===== src/rtl/config_pkg.sv =====
`default_nettype none
// ============================================================================
// Module      : config_pkg
// Description : Shared configuration for the UART TX byte-FIFO path: entry
//               geometry, FIFO capacity and the write-arbiter state type.
// Revision    : 1.0 - initial release
// ============================================================================
package config_pkg;

   // Entry width is expressed as log2 of the maximum byte count per entry.
   localparam int FifoEntryWidthSize = 2;
   localparam int FifoEntryWidthBits = 8 * (2 ** FifoEntryWidthSize);

   // Two output buffer bytes in front of the backing memory.
   localparam int FifoBufferBytes   = 2;
   localparam int FifoMemoryBytes   = 6;
   localparam int FifoCapacityBytes = FifoBufferBytes + FifoMemoryBytes;

   typedef enum logic [0:0] {
      IDLE = 1'b0,
      GAP  = 1'b1
   } ArbStateT;

endpackage
`default_nettype wire


===== src/rtl/rr_priority_select.sv =====
`default_nettype none
// ============================================================================
// Module      : rr_priority_select
// Description : Combinational find-first-set starting at a rotating pointer
//               and wrapping modulo the requester count. Reports the index of
//               the first set request and whether any request was set.
// Revision    : 1.0 - initial release
// ============================================================================
module rr_priority_select #(
   parameter int NumReq = 4,
   parameter int IdxW   = (NumReq > 1) ? $clog2(NumReq) : 1
) (
   input  logic [NumReq-1:0] valid,
   input  logic [IdxW-1:0]   ptr,
   output logic [IdxW-1:0]   head,
   output logic              found
);

   int              idx_full;
   logic [IdxW-1:0] idx;

   // Walk upward from the pointer; the first pending request wins.
   always_comb begin
      head     = '0;
      found    = 1'b0;
      idx_full = 0;
      idx      = '0;
      for (int k = 0; k < NumReq; k++) begin
         idx_full = (int'(ptr) + k) % NumReq;
         idx      = idx_full[IdxW-1:0];
         if (!found && valid[idx]) begin
            found = 1'b1;
            head  = idx;
         end
      end
   end

endmodule
`default_nettype wire


===== src/rtl/fifo_write_arbiter.sv =====
`default_nettype none
// ============================================================================
// Module      : fifo_write_arbiter
// Description : Round-robin arbiter sharing the FIFO write port between
//               several producers. Tracks committed bytes (the FIFO has no
//               full flag), holds the head-of-line entry until it fits, flags
//               illegal widths and forces idle gaps after every write.
// Revision    : 1.0 - initial release
// ============================================================================
module fifo_write_arbiter
   import config_pkg::*;
#(
   parameter int NumRequesters = 4,
   parameter int CapacityBytes = FifoCapacityBytes,
   parameter int MinGapCycles  = 1
) (
   input  logic                                               clk_i,
   input  logic                                               reset_ni,
   input  logic [NumRequesters-1:0]                           req_valid_i,
   input  logic [NumRequesters-1:0][FifoEntryWidthBits-1:0]   req_data_i,
   input  logic [NumRequesters-1:0][FifoEntryWidthSize:0]     req_width_i,
   output logic [NumRequesters-1:0]                           req_ready_o,
   output logic                                               fifo_write_enable_o,
   output logic [FifoEntryWidthBits-1:0]                      fifo_write_data_o,
   output logic [FifoEntryWidthSize:0]                        fifo_write_width_o,
   input  logic                                               fifo_ack_i,
   output logic [$clog2(CapacityBytes+1)-1:0]                 level_o,
   output logic [NumRequesters-1:0]                           err_o
);

   localparam int IdxW   = $clog2(NumRequesters);
   localparam int LevelW = $clog2(CapacityBytes + 1);
   localparam int GapW   = $clog2(MinGapCycles + 1);
   localparam int WidthW = FifoEntryWidthSize + 1;

   localparam logic [WidthW-1:0]        MaxWidth = WidthW'(2 ** FifoEntryWidthSize);
   localparam logic [IdxW-1:0]          LastIdx  = IdxW'(NumRequesters - 1);
   localparam logic [LevelW-1:0]        CapLevel = LevelW'(CapacityBytes);
   localparam logic [GapW-1:0]          GapLoad  = GapW'(MinGapCycles);

   ArbStateT                 state;
   logic [GapW-1:0]          gap_cnt;
   logic [IdxW-1:0]          rr_ptr;
   logic [IdxW-1:0]          head;
   logic                     head_found;
   logic [IdxW-1:0]          next_ptr;
   logic [NumRequesters-1:0] head_onehot;
   logic [WidthW-1:0]        head_width;
   logic                     head_legal;
   logic                     head_fits;
   logic [LevelW-1:0]        free_bytes;
   logic                     decide;
   logic                     grant;
   logic                     reject;
   logic [LevelW-1:0]        level_add;
   logic [LevelW-1:0]        level_sub;

   rr_priority_select #(
      .NumReq (NumRequesters),
      .IdxW   (IdxW)
   ) u_select (
      .valid (req_valid_i),
      .ptr   (rr_ptr),
      .head  (head),
      .found (head_found)
   );

   assign head_width  = req_width_i[head];
   assign head_onehot = NumRequesters'(1) << head;
   assign next_ptr    = (head == LastIdx) ? '0 : head + 1'b1;
   assign head_legal  = (head_width != '0) && (head_width <= MaxWidth);
   // Level never exceeds capacity, so the subtraction cannot wrap.
   assign free_bytes  = CapLevel - level_o;
   assign head_fits   = 32'(head_width) <= 32'(free_bytes);

   // An oversized legal head simply waits: nothing behind it may overtake.
   assign decide = (state == IDLE) && head_found;
   assign grant  = decide && head_legal && head_fits;
   assign reject = decide && !head_legal;

   // Writes land in the level one cycle after the enable pulse; acks on empty are dropped.
   always_comb begin
      level_add = '0;
      if (fifo_write_enable_o) begin
         level_add = LevelW'(fifo_write_width_o);
      end
   end
   assign level_sub = (fifo_ack_i && (level_o != '0)) ? LevelW'(1) : '0;

   // Arbitration FSM: a grant or reject starts a gap, the pointer moves past the served head.
   always_ff @(posedge clk_i or negedge reset_ni) begin
      if (!reset_ni) begin
         state   <= IDLE;
         gap_cnt <= '0;
         rr_ptr  <= '0;
      end else begin
         case (state)
            IDLE: begin
               if (grant || reject) begin
                  state   <= GAP;
                  gap_cnt <= GapLoad;
                  rr_ptr  <= next_ptr;
               end
            end
            GAP: begin
               gap_cnt <= gap_cnt - 1'b1;
               if (gap_cnt == GapW'(1)) begin
                  state <= IDLE;
               end
            end
         endcase
      end
   end

   // Registered write port and one-cycle consume pulses; data/width hold between writes.
   always_ff @(posedge clk_i or negedge reset_ni) begin
      if (!reset_ni) begin
         fifo_write_enable_o <= 1'b0;
         fifo_write_data_o   <= '0;
         fifo_write_width_o  <= '0;
         req_ready_o         <= '0;
      end else begin
         fifo_write_enable_o <= grant;
         req_ready_o         <= (grant || reject) ? head_onehot : '0;
         if (grant) begin
            fifo_write_data_o  <= req_data_i[head];
            fifo_write_width_o <= head_width;
         end
      end
   end

   // Sticky per-requester illegal-width flags.
   always_ff @(posedge clk_i or negedge reset_ni) begin
      if (!reset_ni) begin
         err_o <= '0;
      end else if (reject) begin
         err_o <= err_o | head_onehot;
      end
   end

   // Committed-byte occupancy; a write and an ack in the same cycle both apply.
   always_ff @(posedge clk_i or negedge reset_ni) begin
      if (!reset_ni) begin
         level_o <= '0;
      end else begin
         level_o <= level_o + level_add - level_sub;
      end
   end

endmodule
`default_nettype wire

===== config.mk =====
export PLATFORM = sky130hd
export DESIGN_NAME = fifo_write_arbiter
export DESIGN_NICKNAME = d
export VERILOG_FILES = /design/src/rtl/config_pkg.sv /design/src/rtl/rr_priority_select.sv /design/src/rtl/fifo_write_arbiter.sv
export SDC_FILE = /design/constraint.sdc
export NUM_CORES = 1
export LEC_CHECK = 0
export ABC_AREA = 1
export CORE_ASPECT_RATIO = 0.9
export CORE_MARGIN = 3
export CORE_UTILIZATION = 40
export DETAILED_ROUTE_END_ITERATION = 16
export PLACE_DENSITY = 0.91
export SLEW_MARGIN = 20
export SYNTH_ARGS = -nofsm -noshare
export SYNTH_HDL_FRONTEND = slang
export SYNTH_SLANG_ARGS = --single-unit

===== constraint.sdc =====
create_clock -name clk_i -period 3.5 [get_ports clk_i]
set_input_delay 0.875 -clock clk_i [delete_from_list [all_inputs] [get_ports clk_i]]
set_output_delay 0.875 -clock clk_i [all_outputs]
set_load 0.005 [all_outputs]

==> impl_metrics.tcl <==
set metrics [dict create \
    fin_crit_sh_pct 95.3 \
    cp_max_fo 11 \
    drt_iter0_markers 257 \
    reg2reg_to "fifo_write_data_o[27]" \
    wl_um 14000 \
    syn_nets 684 \
    syn_inst 522 \
    finalHoldViolCount 0 \
    antenna_found_initial 0 \
    finalSetupViolCount 0 \
    min_period_ns 3.33 \
    reg2reg_from "rr_ptr[0]" \
    r2r_slack_ns 0.17 \
    antennaDiodeCount 0 \
    initial_core_util_pct 42.0 \
    drcViolationCount 0 \
    cts_tree "yes" \
    finalSetupTns_ns 0 \
    cp.arrival_ns 3.59 \
    wl_per_cell_um 16.5 \
    vias 4499 \
    status "complete, no violations" \
    drive_gt1_share_pct 14.1 \
    final_antenna_net_count 0 \
    vias_per_cell 5.29 \
    fin_nets 892 \
    maxCapViolations 0 \
    grt_pass1_wl_um 20800 \
    drv_slew 0 \
    area_growth_pct 69.1 \
    slew_headroom_pct 56.3 \
    mostFrequentLayoutCells "clkdlybuf4s50_1 (189), nand2_1 (143), o21ai_0 (68)" \
    hold_class "reg2reg" \
    required_ns 3.75 \
    synthMuxAreaShare_pct 0 \
    fp.coreArea_sq_um 8730 \
    yosysSeqAreaShare_pct 35.5 \
    cpMostUsedCell "nand2_2" \
    path_clk_slew_ns 0.11 \
    root_buffer "clkbuf_8" \
    criticalPathCategory "reg2reg" \
    reg2reg_depth 21 \
    min_path_cells 1 \
    synthAdderAreaFrac_pct 5.33 \
    min_to "err_o[0]" \
    slowest_stage "dfrtp_2" \
    avgSynthCellArea_sq_um 7.02 \
    max_freq_ghz 0.300 \
    synth.distinct_cells 30 \
    worst_pin_slew_ns 0.656 \
    cts_made_buffers 5 \
    die_h_um 96.8 \
    std_cell_rows 32 \
    hold_buffers 0 \
    grtUsageTotal_pct 24.7 \
    finalClockSkew_ns 0.0161 \
    dp_hpwl_um 10200 \
    layout_commonest_cell "clkdlybuf4s50_1" \
    path_cells "inv_2, nand2_1, nand2_2, nand2_2, nand2_2, nor2_4, nand3_2, nand3_2, nand2_2, inv_2, nand3_2, nand2_2, ha_4, a21oi_2, o21ai_1, a31oi_1, nand3_2, clkinv_4, clkbuf_16, nand2_1, nand2_1" \
    dieArea_sq_um 10300 \
    die_x_um 107 \
    ys_warn_count 0 \
    dr.pass1.iters 5 \
    cts_max_level 2 \
    io_pins 195 \
    synth-seq-cells 52 \
    gr-total-overflow 0 \
    end_kind "register" \
    grt_start_max_net_pins 61 \
    synthXorXnorAreaFrac_pct 1.20 \
    clk_latency_ns 0.32 \
    synth-compound-area-share_pct 17.3 \
    cts.path.max_buffers 2 \
    worstHoldStart "err_o[0]" \
    synth_top_family_by_area "simple AND/OR/NAND/NOR gates" \
    synth_simple_gate_area_share_pct 31.8 \
    clock-sinks 52 \
    grt_pass1_vias 4428 \
    cp_slowest_stage_delay_ns 0.55 \
    io_buffers 194 \
    gp_congestion 0.901 \
    cp-start-kind "register" \
    syn_area_sq_um 3660 \
]
[synth_stat cells]
cell / number / share of area [%]
nand2_2: 13 / 2.2
o21bai_1: 4 / 0.82
buf_6: 4 / 1.2
nor2_1: 66 / 6.8
nand3_2: 6 / 1.6
o21ai_0: 69 / 9.4
ha_1: 14 / 4.8
a21oi_1: 2 / 0.27
nor2_2: 1 / 0.17
buf_2: 5 / 0.68
nand3_1: 21 / 2.9
nand2_1: 150 / 15
fa_1: 1 / 0.55
or2_2: 1 / 0.17
buf_8: 1 / 0.41
a21boi_0: 1 / 0.21
nor2_4: 1 / 0.31
o22ai_1: 32 / 5.5
inv_2: 5 / 0.51
a21oi_2: 4 / 0.96
xor2_1: 2 / 0.48
xnor2_1: 3 / 0.72
a31oi_1: 1 / 0.17
inv_1: 30 / 3.1
buf_4: 6 / 1.2
nand2_4: 1 / 0.31
nand3_4: 1 / 0.48
clkbuf_1: 16 / 1.6
dfrtp_1: 52 / 36
nand4_1: 9 / 1.5
[cell type report]
| cell class | instances | area, sq um |
|---|---|---|
| fillers | 671 | 2530 |
| clock buffers | 5 | 68.8 |
| flip-flops and latches | 52 | 1300 |
| well taps | 119 | 149 |
| multi-input cells | 403 | 2130 |
| clock inverters | 3 | 27.5 |
| inverters | 35 | 136 |
| repair buffers | 233 | 2380 |
[layer usage]
metal | wire length [um] | vias to the layer above | global-route usage, %
met5 | 0 | - | 0
met4 | 459 | 0 | 7.77
met3 | 1180 | 48 | 6.00
met2 | 7100 | 259 | 44.7
met1 | 5260 | 2065 | 28.3
li1 | - | 2127 | -
[worst max-delay path by stage]
stage                               from               endpoint  depth (start not counted)
final                          rr_ptr[0]  fifo_write_data_o[27]                         21
after global routing           rr_ptr[0]  fifo_write_data_o[27]                         21
after CTS                 req_valid_i[1]   fifo_write_data_o[8]                         20
after detailed placement  req_valid_i[1]   fifo_write_data_o[9]                         20
after global placement    req_valid_i[1]              rr_ptr[0]                         21
after floorplan           req_valid_i[1]  fifo_write_data_o[10]                         20
[stage by stage]
| step | cells | hold WS (ns) | instance area [sq um] | setup slack [ns] | util, % |
|---|---|---|---|---|---|
| 6_report | 850 | 0.488 | 6190 | 0.166 | 71.0 |
| 3_5_place_dp | 829 | 0.462 | 5790 | -0.346 | 66.3 |
| 3_3_place_gp | 829 | 0.463 | 5790 | -0.111 | 66.3 |
| 2_1_floorplan | 522 | 0.464 | 3660 | 0.303 | - |
| 4_1_cts | 838 | 0.492 | 5910 | 0.0156 | 67.7 |
| 5_1_grt | 850 | 0.513 | 6190 | -0.0607 | 71.0 |
[flip-flops by register name (all words and copies together), names as in the netlist]
signal	flops
fifo_write_data_o	32
err_o	4
level_o	4
req_ready_o	4
fifo_write_width_o	3
rr_ptr	2
fifo_write_enable_o	1
gap_cnt	1
state	1
[kinds of logic (layout without fill, tap and decap cells)]
group	count (synthesis)	count (layout)
simple gates	270	270
compound gates	113	113
buf+inv	67	276
flops	52	52
fa+ha+maj	15	15
xor+xnor	5	5
[worst max-delay path, delay by kind of cell, from the launching register on]
family / cells / cell delay (ns)
fa+ha+maj: 1 / 0.22
buf+inv: 4 / 0.64
flops: 1 / 0.55
simple gates: 13 / 1.44
compound gates: 3 / 0.43
[timing repair]
action,4_1_cts,5_1_grt
pin swaps,0,16
cloned,0,4
buffers inserted,1,8
endpoints found under the setup margin,27,44
resized for setup,4,38
hold endpoints to repair,0,0
Power is left out: the tool's default activity adds up to more than one toggle a clock period on the data nets, which glitch-free logic cannot reach.
